## config.mk

```make
export PLATFORM = sky130hd
export DESIGN_NAME = sys_bridge
export DESIGN_NICKNAME = d
export VERILOG_FILES = /design/src/rtl/sys_bus_pkg.sv /design/src/rtl/sys_bridge_decode.sv /design/src/rtl/sys_bridge.sv
export SDC_FILE = /design/constraint.sdc
export NUM_CORES = 1
export LEC_CHECK = 0
export CORE_UTILIZATION = 40
export DETAILED_ROUTE_END_ITERATION = 16
export PLACE_DENSITY = 0.89
export SYNTH_ARGS = -nofsm -noshare
export SYNTH_HDL_FRONTEND = slang
export SYNTH_SLANG_ARGS = --single-unit
```

## constraint.sdc

```tcl
create_clock -name clk -period 2.5 [get_ports clk]
set_clock_uncertainty 0.2 [all_clocks]
set_input_delay 0.5 -clock clk [delete_from_list [all_inputs] [get_ports clk]]
set_output_delay 0.5 -clock clk [all_outputs]
set_load 0.01 [all_outputs]
```

## src/rtl/sys_bus_pkg.sv

```systemverilog
// Shared definitions for the CPU-to-timer bridge: window bases, register
// offsets, FSM encoding and the latched request record.
package sys_bus_pkg;

  localparam logic [31:0] T0_BASE_DEF = 32'h0000_7F00;
  localparam logic [31:0] T1_BASE_DEF = 32'h0000_7F10;

  localparam logic [3:0] REG_CTRL   = 4'h0;
  localparam logic [3:0] REG_PRESET = 4'h4;
  localparam logic [3:0] REG_COUNT  = 4'h8;

  typedef enum logic [1:0] {
    ST_IDLE   = 2'd0,
    ST_ACCESS = 2'd1,
    ST_RESP   = 2'd2
  } bridge_state_e;

  typedef struct packed {
    logic        we;
    logic [31:0] addr;
    logic [31:0] wdata;
  } bus_req_t;

endpackage

```

## src/rtl/sys_bridge_decode.sv

```systemverilog
// Combinational address decode: which timer window is hit and whether the
// access must be rejected with a bus error.
module sys_bridge_decode
  import sys_bus_pkg::*;
#(
  parameter logic [31:0] T0_BASE = T0_BASE_DEF,
  parameter logic [31:0] T1_BASE = T1_BASE_DEF
) (
  input  logic [31:0] addr,
  input  logic        we,
  output logic [1:0]  hit,
  output logic        err
);

  logic in_win;

  always_comb begin
    // Each window holds three word registers; the fourth slot is a hole.
    in_win = (addr[3:2] != 2'd3);
    hit[0] = (addr[31:4] == T0_BASE[31:4]) && in_win;
    hit[1] = (addr[31:4] == T1_BASE[31:4]) && in_win;
    err    = ~(|hit) || (|addr[1:0]) ||
             (we && (addr[3:2] == REG_COUNT[3:2]));
  end

endmodule

```

## src/rtl/sys_bridge.sv

```systemverilog
// Bridge from a single-outstanding CPU request bus to two timer register
// windows; three-state IDLE/ACCESS/RESP handshake plus interrupt forwarding.
module sys_bridge
  import sys_bus_pkg::*;
#(
  parameter logic [31:0] T0_BASE = T0_BASE_DEF,
  parameter logic [31:0] T1_BASE = T1_BASE_DEF
) (
  input  logic        clk,
  input  logic        reset,
  input  logic        cpu_req,
  input  logic        cpu_we,
  input  logic [31:0] cpu_addr,
  input  logic [31:0] cpu_wdata,
  output logic [31:0] cpu_rdata,
  output logic        cpu_ready,
  output logic        cpu_err,
  output logic [7:0]  dev_addr,
  output logic [31:0] dev_din,
  output logic [1:0]  dev_we,
  input  logic [31:0] dev0_dout,
  input  logic [31:0] dev1_dout,
  input  logic [1:0]  dev_irq,
  output logic [5:0]  hwint
);

  bridge_state_e state_q, state_d;
  bus_req_t      req_q, req_d;
  logic [31:0]   rdata_q, rdata_d;
  logic          err_q, err_d;
  logic [1:0]    hwint_q, hwint_d;

  logic [1:0]    dec_hit;
  logic          dec_err;

  sys_bridge_decode #(
    .T0_BASE(T0_BASE),
    .T1_BASE(T1_BASE)
  ) u_decode (
    .addr(req_q.addr),
    .we  (req_q.we),
    .hit (dec_hit),
    .err (dec_err)
  );

  always_comb begin
    state_d  = state_q;
    req_d    = req_q;
    rdata_d  = rdata_q;
    err_d    = err_q;
    hwint_d  = dev_irq;
    dev_we   = 2'b00;
    dev_addr = 8'h00;
    dev_din  = 32'h0;
    case (state_q)
      ST_IDLE: begin
        if (cpu_req) begin
          req_d   = '{we: cpu_we, addr: cpu_addr, wdata: cpu_wdata};
          state_d = ST_ACCESS;
        end
      end
      ST_ACCESS: begin
        dev_addr = {4'h0, req_q.addr[3:0]};
        dev_din  = req_q.wdata;
        err_d    = dec_err;
        rdata_d  = 32'h0;
        // Strobe is masked by reset so an aborted write never lands.
        if (!dec_err && req_q.we && !reset)
          dev_we = dec_hit;
        if (!dec_err && !req_q.we)
          rdata_d = dec_hit[1] ? dev1_dout : dev0_dout;
        state_d = ST_RESP;
      end
      ST_RESP: state_d = ST_IDLE;
      default: state_d = ST_IDLE;
    endcase
  end

  always_ff @(posedge clk) begin
    if (reset) begin
      state_q <= ST_IDLE;
      req_q   <= '0;
      rdata_q <= 32'h0;
      err_q   <= 1'b0;
      hwint_q <= 2'b00;
    end else begin
      state_q <= state_d;
      req_q   <= req_d;
      rdata_q <= rdata_d;
      err_q   <= err_d;
      hwint_q <= hwint_d;
    end
  end

  assign cpu_ready = (state_q == ST_RESP);
  assign cpu_rdata = cpu_ready ? rdata_q : 32'h0;
  assign cpu_err   = cpu_ready & err_q;
  assign hwint     = {4'b0000, hwint_q};

endmodule

```

# [Yosys cells after proc, flatten, opt, wreduce, memory -nomap -nowiden]
# Cells that the tools add are included.
[classes] bitwise=2 muxes=9 n_reduce_logical=15 n_eq_ne=7
[op_table] cell="two-way mux 32 bit" count=4
[op_table] cell="== test 28 x 11 -> 1 bit, second input constant" count=2
[op_table] cell="logical AND 1 bit" count=6
[op_table] cell="two-way mux 2 bit" count=3
[op_table] cell="== test 2 bit, second input constant" count=2
[op_table] cell="two-way mux 4 bit" count=1
[op_table] cell="inequality test 2 bit, second input constant" count=2
[op_table] cell="one-hot mux 2 bit (2 select lines)" count=1
[op_table] cell="OR reduction 2 bit" count=2
[op_table] cell="logical NOT 1 bit" count=3
[op_table] cell="== test 2 x 1 -> 1 bit, second input constant" count=1
[op_table] cell="logical NOT 2 bit" count=1
[op_table] cell="logical OR 1 bit" count=2
[op_table] cell="AND reduction 2 bit" count=1
[op_table] cell="AND 1 bit" count=1
[op_table] cell="NOT 1 bit" count=1
[word_totals] regBits=102 elab_cells=40 input_bits=134 out_inout_bits=82

# [Logic depth before layout (Yosys ltp)]
# Gate-level depths: netlist (run 1).
[logic_depth] depth_word=11 mapped_depth=6 mapped_depth_nobuf=5

# [By module]
# Synthesis (run 1) repeated with hierarchy kept, for this count alone.
[hier_totals] cells_unflattened=546 hier_area_um2=4543.1
[by_module_without_submodules] mod="sys_bridge" n_inst=1 area_each_um2=4426.7 seq_area_each_um2=2042.0 cells_per_inst=530
[by_module_without_submodules] mod="sys_bridge_decode" n_inst=1 area_each_um2=116.4 seq_area_each_um2=0.0 cells_per_inst=16

# [Least setup slack after synthesis (run 1)]
# Ideal clock, no wire load.
[synth_path] path_kind="register to output" startpoint="reg req_q[49] in the netlist's numbering" endpoint="out dev_we[0]" path_slack_ps=239 t_required_ps=1800 n_path_buf=0 t_arrival_ps=1561 path_stages_with_launch=6 cell_sequence="dfxtp_1 -> or4_4 -> nor4_4 -> o2111a_1 -> nand3_1 -> nor2_1"
[synth_between] elab_chain_cells=11 elab_cells_between_ends=13 classes_between="eq/ne (2); mux (2); bitwise (1); reduce/logical (8)"
[synth_rtl] element="start, declared" line="sys_bridge.sv:28" source="bus_req_t req_q, req_d;"
[synth_rtl] element="start signal, assigned" line="sys_bridge.sv:88" source="req_q <= req_d;"
[synth_rtl] element="== test 28 x 11 -> 1 bit (on tied branches)" line="sys_bridge_decode.sv:20, sys_bridge_decode.sv:21"
[synth_rtl] element="logical AND 1 bit (on tied branches)" line="sys_bridge_decode.sv:20, sys_bridge_decode.sv:21"
[synth_rtl] element="OR reduction 2 bit" line="sys_bridge_decode.sv:22" source="err = ~(|hit) || (|addr[1:0]) ||"
[synth_rtl] element="NOT 1 bit" line="sys_bridge_decode.sv:22"
[synth_rtl] element="logical OR 1 bit (2 in series)" line="sys_bridge_decode.sv:22"
[synth_rtl] element="logical NOT 1 bit" line="sys_bridge.sv:68" source="if (!dec_err && req_q.we && !reset)"
[synth_rtl] element="logical AND 1 bit (2 in series)" line="sys_bridge.sv:68"
[synth_rtl] element="two-way mux 2 bit (*)" line="sys_bridge.sv:68"
[synth_rtl] element="two-way mux 2 bit (*)" line="sys_bridge.sv:55" source="case (state_q)"
[synth_rtl] element="end, declared" line="sys_bridge.sv:20" source="output logic [1:0] dev_we,"
# Every way passes the cells marked *; elsewhere a longest branch is shown, timed or not.

# [Worst setup path after layout (run 1)]
# Same ends and word-level chain as after synthesis.

==> results of run 1 <==
-- metal layers --
layer | GRT usage, % | wire length, um | share of wire, %
met1 | 24.7 | 5160 | 39
met2 | 40.6 | 6590 | 50
met3 | 6.25 | 1250 | 9.4
met4 | 9.33 | 243 | 1.8
met5 | 0 | 0 | 0
-- worst register-to-register path, cell delays in order, from the launching register on --
cell and delay (ns):
dfxtp_2 0.33, or4_4 0.54, nor4_4 0.19, buf_4 0.15, buf_4 0.09, buf_4 0.11, nand4_4 0.10, buf_12 0.22
mux2i_1 0.24, o21ai_1 0.09
-- how the worst min path moves through the flow --
stage / start / endpoint / slack (ns)
6_report: reset / state_q[1]$_SDFFE_PP0P_ / 0.13
5_1_grt: reset / state_q[1]$_SDFFE_PP0P_ / 0.13
4_1_cts: reset / state_q[1]$_SDFFE_PP0P_ / 0.12
3_5_place_dp: rdata_q[28]$_SDFFE_PP0N_ / rdata_q[28]$_SDFFE_PP0N_ / 0.24
3_3_place_gp: rdata_q[31]$_SDFFE_PP0N_ / rdata_q[31]$_SDFFE_PP0N_ / 0.23
2_1_floorplan: rdata_q[0]$_SDFFE_PP0N_ / rdata_q[0]$_SDFFE_PP0N_ / 0.22
-- sequential cells by signal, summed over array words and instances (netlist names) --
| signal | flops |
|---|---|
| req_q | 65 |
| rdata_q | 32 |
| hwint_q | 2 |
| state_q | 2 |
| err_q | 1 |
-- power by group through the flow --
stage	Sequential, mW	Clock (mW)	Combinational (mW)
2_1_floorplan	1.76	0	0.211
3_3_place_gp	1.76	0	0.494
3_5_place_dp	1.77	0	0.506
4_1_cts	1.73	1.03	0.524
5_1_grt	1.74	1.09	0.588
6_report	1.73	0.996	0.540
-- kinds of logic after synthesis --
logic type	share of synthesized area, %
AOI/OAI and AO/OA	11.9
buffers and inverters	5.35
DFF	46.9
muxes	7.36
other	0.0862
and+or+nand+nor	28.4
-- through the flow --
step                utilization, %  setup WS [ns]  setup TNS, ns  hold slack (ns)  total power, mW
finish                        66.9         -0.257         -0.514            0.132             3.27
global route                  66.9         -0.386         -0.785            0.132             3.42
CTS                           65.5         -0.360         -0.718            0.117             3.28
detailed placement            63.1         -0.418         -0.835            0.236             2.27
global placement              63.1         -0.275         -0.540            0.228             2.25
floorplan                        -          0.239              0            0.217             1.97
-- layout by cell type (no fill, tap or decap), types with 3 or more instances in the layout --
cell,instances
a21oi_1,66
and2_1,69
buf_12,5
buf_2,3
buf_4,27
clkbuf_1,3
clkbuf_8,9
clkdlybuf4s50_1,137
conb_1,8
dfxtp_1,99
dlygate4sd2_1,50
dlymetal6s2s_1,15
mux2i_1,32
nand2_1,164
nor2_1,6
o21ai_1,30
-- final cells by class --
type | count | area [um^2] | area share, %
Clock inverter | 4 | 47.5 | 0.682
Timing Repair Buffer | 243 | 2430 | 34.8
Clock buffer | 12 | 135 | 1.94
Multi-Input combinational cell | 400 | 2140 | 30.6
Sequential cell | 102 | 2050 | 29.4
Tap cell | 136 | 170 | 2.44
Inverter | 1 | 3.75 | 0.0539
-- timing repair --
item,4_1_cts,5_1_grt
gates resized for setup,75,19
buffers inserted,5,9
hold endpoints to repair,0,0
endpoints found under the setup margin,69,20
pin swaps,5,4
gates cloned,2,2
==> metrics.md, run 1 <==
| Metric | Value |
|---|---|
| Comb pwr share | `16.5%` |
| Clock power frac | `30.5%` |
| Mapped Cells | `542` |
| Clock-pin slew on the worst setup and hold paths | `0.10 ns` |
| Final Critical Period | `2.76 ns` |
| Worst Setup EP | `dev_we[0]` |
| Stages on the worst setup path | `6` |
| Kind of critical path | `reg2out` |
| Register area share after synthesis | `46.9%` |
| Violated checks | `setup timing` |
| F_max | `363 MHz` |
| Hold Path Depth | `2` |
| Tightest Pin Transition | `0.726 ns` |
| Die Y | `106 um` |
| Routed Antenna Nets | `0` |
| Share of cells above drive strength 1 | `8.53%` |
| Vias post-DR | `4410` |
| CTS tree | `yes` |
| Reg2reg path depth | `9` |
| I/O pin cnt | `216` |
| Post-Place Cell Area | `6570 um^2` |
| Via density per instance | `4.91` |
| CP arrival | `2.06 ns` |
| P&R area growth vs syn | `60.1%` |
| Peak VDD IR | `0.300 mV` |
| Drt pass-1 iters | `6` |
| Setup crit end kind | `output port` |
| Final nets | `891` |
| Switch Pwr | `0.799 mW` |
| Final setup viols | `2` |
| Sw Share | `24.4%` |
| Clock Latency Late Sink | `0.36 ns` |
| Clk sinks | `102` |
| CTS root buf | `clkbuf_8` |
| Worst Path Required | `1.80 ns` |
| Worst r2r src | `req_q[49]$_SDFFE_PP0P_` |
| Fillers | `828` |
| Initial Utilization | `41.8%` |
| Final non-filler cell total | `898` |
| First-pass GRT wire length | `20100 um` |
| GR Util All Layers | `22.5%` |
| Vias in the first global route | `4315` |
| Cell variety after synth | `31` |
| Grt ovf | `0` |
| Post-synth EDFFs | `0` |
| Leakage | `3.40 nW` |
| Avg Cell Area, Syn | `8.03 um^2` |
| CTS Hold Bufs | `0` |
| Iter 0 DRT Violations | `196` |
| Max clock buf depth | `2` |
| Main synth FF type | `dfxtp_1` |
| Final worst setup slack | `-0.257 ns` |
| CP peak stage delay | `0.54 ns` |
| DRC violations left | `0` |
| H-tree depth | `3` |
| Mapped Area | `4350 um^2` |
| Synth top area share | `46.9%` |
| Synth area leaders | `dfxtp_1, nand2_1, and2_1` |
| Antenna cell count | `0` |
| Max-slew violations | `0` |
| Core Rows | `37` |
| Post-synth top cells | `nand2_1, dfxtp_1, and2_1` |
| Terminus of the critical flop-to-flop path | `rdata_q[17]$_SDFFE_PP0N_` |
| WL/cell | `14.7 um` |
| RSZ-0062 raised after global routing | `yes` |
| Fraction of registers with async set/reset | `0%` |
| Largest net degree at the start of global routing | `72` |
| P_int | `2.47 mW` |
| GP Congestion | `0.826` |
| Ys Warns | `0` |
| Synth area leader | `dfxtp_1` |
| CP max FO | `2` |
| Dpl cells | `864` |
| CP bufs+invs | `1` |
| Fin crit share | `110%` |
| WL final | `13200 um` |
| Worst-path cell chain | `or4_4, nor4_4, o2111a_1, nand3_2, nor2_1, buf_2` |
| CP startpoint | `req_q[49]$_SDFFE_PP0P_` |
| Placeable Area | `10400 um^2` |
| PD cells | `469 nW/um^2` |
| Initial antenna violation count | `0` |
| Hold Path Class | `in2reg` |
| Top-count cell post-synth | `nand2_1` |
| Die area | `11300 um^2` |
| Status | `complete, but fails checks` |
| CTS Buf Count | `9` |
| Slowest CP cell | `or4_4` |
| Yosys reg bits | `102` |
| Reg2reg setup slack | `0.10 ns` |
| Detailed Place HPWL | `9230 um` |
| Final Hold Vio Count | `0` |
| Number of port buffers | `207` |
| Critical Path Start Type | `flip-flop` |
| CP top delay family | `simple AND/OR/NAND/NOR gates` |
| Reg power frac | `53.0%` |
| Slew margin rel. | `51.6%` |
| Die Wd | `106 um` |
| Max Cap Viol | `0` |
| Post-route cell area | `6970 um^2` |
No activity file was read; power rests on OpenSTA's default activity.
==> run 2, diff against run 1 <==
--- a/config.mk
+++ b/config.mk
@@ -8,6 +8,7 @@
 export CORE_UTILIZATION = 40
 export DETAILED_ROUTE_END_ITERATION = 16
 export PLACE_DENSITY = 0.89
+export SLEW_MARGIN = 5
 export SYNTH_ARGS = -nofsm -noshare
 export SYNTH_HDL_FRONTEND = slang
 export SYNTH_SLANG_ARGS = --single-unit
==> results of run 2 <==
Same layout as run 1: the final DEF is identical, and so are final timing and power.
==> run 3, diff against run 2 <==
--- a/config.mk
+++ b/config.mk
@@ -6,9 +6,11 @@
 export NUM_CORES = 1
 export LEC_CHECK = 0
 export CORE_UTILIZATION = 40
+export CTS_CLUSTER_SIZE = 25
 export DETAILED_ROUTE_END_ITERATION = 16
 export PLACE_DENSITY = 0.89
 export SLEW_MARGIN = 5
 export SYNTH_ARGS = -nofsm -noshare
 export SYNTH_HDL_FRONTEND = slang
 export SYNTH_SLANG_ARGS = --single-unit
+export TNS_END_PERCENT = 5
==> run 3 against run 2 <==
The run still ends with setup timing left; final cell count decreased by 1.3%; global-route usage decreased by 0.58 points; register-to-register slack about the same; die area unchanged; first-iteration DRC count increased by 4.6%; sequential power about the same; design area increased by 0.11%; critical path type unchanged.
==> metrics.md, run 3 (same netlist as run 1, synthesis figures left out) <==
| Metric | Value |
|---|---|
| Status | `complete, but fails checks` |
| Violated checks | `setup timing` |
| CTS tree | `yes` |
| GR Util All Layers | `22.0% (-0.58 points)` |
| Most common cell after layout, fill and taps aside | `nand2_1` |
| Max clock buf depth | `2 (unchanged)` |
| Die Y | `106 um (unchanged)` |
| Leakage | `3.85 nW (+13%)` |
| I/O pin cnt | `216 (unchanged)` |
| DRC violations left | `0 (unchanged)` |
| GP Congestion | `0.826 (unchanged)` |
| WL final | `13300 um (+0.79%)` |
| Initial Utilization | `41.8% (unchanged)` |
| CP max FO | `2 (unchanged)` |
| Number of port buffers | `207 (unchanged)` |
| Kind of critical path | `reg2out` |
| Most flops, register | `req_q` |
| CP arrival | `2.07 ns (about the same)` |
| Vias post-DR | `4384 (-0.59%)` |
| Worst Path Required | `1.80 ns (about the same)` |
| Die Wd | `106 um (unchanged)` |
| Tightest Pin Transition | `0.719 ns (-0.00712 ns)` |
| Post-Place Cell Area | `6570 um^2 (unchanged)` |
| Final Critical Period | `2.77 ns (+0.0102 ns)` |
| Clock power frac | `30.6% (about the same)` |
| Initial antenna violation count | `0 (unchanged)` |
| PD cells | `466 nW/um^2 (-0.69%)` |
| Vias in the first global route | `4236 (-1.8%)` |
| Slew margin rel. | `52.1% (+0.47 points)` |
| Fin crit share | `111% (+0.41 points)` |
| Critical Path Start Type | `flip-flop` |
| CTS Buf Count | `9 (unchanged)` |
| Die area | `11300 um^2 (unchanged)` |
| F_max | `361 MHz (-0.37%)` |
| Clk sinks | `102 (unchanged)` |
| Core Util, Final | `67.0% (+0.072 points)` |
| Drt pass-1 iters | `4 (-2)` |
| Final worst setup slack | `-0.267 ns (-0.0102 ns)` |
| Comb pwr share | `16.0% (-0.5 points)` |
| DP Worst Slack | `-0.418 ns (unchanged)` |
| Post-route cell area | `6980 um^2 (+0.11%)` |
| H-tree depth | `3 (unchanged)` |
| Core Rows | `37 (unchanged)` |
| CTS root buf | `clkbuf_8` |
| Final Hold Vio Count | `0 (unchanged)` |
| Worst-path cell chain | `or4_4, nor4_4, o2111a_1, nand3_2, nor2_1, buf_2` |
| Final nets | `879 (-1.3%)` |
| Hold Path Class | `in2reg` |
| P_int | `2.45 mW (-0.67%)` |
| Final setup viols | `2 (unchanged)` |
| Share of cells above drive strength 1 | `7.20% (-1.3 points)` |
| Setup crit end kind | `output port` |
| P&R area growth vs syn | `60.3%` |
| RSZ-0062 raised after global routing | `yes` |
| Detailed Place HPWL | `9230 um (unchanged)` |
| Max-slew violations | `0 (unchanged)` |
| Reg power frac | `53.3% (+0.3 points)` |
| Fillers | `793 (-4.2%)` |
| Placeable Area | `10400 um^2 (unchanged)` |
| Clock-pin slew on the worst setup and hold paths | `0.09 ns (about the same)` |
| Antenna cell count | `0 (unchanged)` |
| Most frequent cells in the layout | `nand2_1, clkdlybuf4s50_1, dfxtp_1` |
| Largest net degree at the start of global routing | `72 (unchanged)` |
| CP peak stage delay | `0.55 ns (about the same)` |
| CP bufs+invs | `1 (unchanged)` |
| Via density per instance | `4.95 (+0.76%)` |
| Routed Antenna Nets | `0 (unchanged)` |
| WL/cell | `15.1 um (+2.2%)` |
| Sw Share | `24.5% (+0.070 points)` |
| First-pass GRT wire length | `19600 um (-2.2%)` |
| Clock Latency Late Sink | `0.36 ns (about the same)` |
| Largest regs | `req_q (65), rdata_q (32)` |
| Iter 0 DRT Violations | `205 (+4.6%)` |
| Max reg flops | `65 (unchanged)` |
| Peak VDD IR | `0.299 mV (-0.28%)` |
| Switch Pwr | `0.796 mW (-0.29%)` |
| Slowest CP cell | `or4_4` |
| Max Cap Viol | `0 (unchanged)` |
| WHS | `0.132 ns (+0.000325 ns)` |
| CP top delay family | `simple AND/OR/NAND/NOR gates` |
| Tot Pwr | `3.25 mW (-0.58%)` |
| Grt ovf | `0 (unchanged)` |
==> run 3: layer usage <==
layer  GRT usage (%)  vias up  wire (um)
met4            8.73        0        244
met3            6.19       22       1170
met5               0        -          0
met1            24.3     2031       5200
li1                -     2145          -
met2            39.3      186       6730
==> run 3: timing repair <==
action                                  4_1_cts  5_1_grt
resized for setup                            25       61
hold endpoints to repair                      0        0
hold buffers                                  0        0
endpoints found under the setup margin       69       61
buffers inserted                              3        2
cloned                                        0        1
pin swaps                                     5        5
==> run 3: worst paths after layout <==
kind	start	endpoint	slack (ns)	cells past startpoint
worst max-delay path	req_q[54]$_SDFFE_PP0P_	dev_we[0]	-0.27	6
worst min-delay path	reset	state_q[1]$_SDFFE_PP0P_	0.13	2
worst max register to register	req_q[54]$_SDFFE_PP0P_	rdata_q[21]$_SDFFE_PP0N_	0.10	9
worst min register to register	rdata_q[28]$_SDFFE_PP0N_	rdata_q[28]$_SDFFE_PP0N_	0.25	2
==> run 3: layout make-up <==
type                    count  area, um^2  share of cell area (%)
multi-input cells         400        2140                    30.6
well taps                 136         170                    2.44
flip-flops and latches    102        2050                    29.4
repair buffers            231        2430                    34.9
clock buffers              12         135                    1.94
inverters                   1        3.75                  0.0538
clock inverters             4        47.5                   0.681
==> run 3: worst register-to-register path, delay by kind of cell (launching register included) <==
family / cells / cell delay [ns]
buffers and inverters: 4 / 0.55
muxes: 1 / 0.26
and+or+nand+nor: 3 / 0.84
DFF: 1 / 0.34
AOI/OAI and AO/OA: 1 / 0.09
==> run 3: power groups by stage <==
stage / Combinational, mW / Clock [mW] / Sequential [mW]
4_1_cts: 0.513 / 1.03 / 1.73
3_5_place_dp: 0.506 / 0 / 1.77
5_1_grt: 0.565 / 1.09 / 1.74
2_1_floorplan: 0.211 / 0 / 1.76
3_3_place_gp: 0.494 / 0 / 1.76
6_report: 0.521 / 0.996 / 1.73
==> run 3: metrics by stage <==
stage / setup TNS, ns / std cells
finish: -0.534 / 886
global route: -1.19 / 886
CTS: -1.10 / 883
detailed placement: -0.835 / 864
global placement: -0.540 / 864
floorplan: 0 / 549
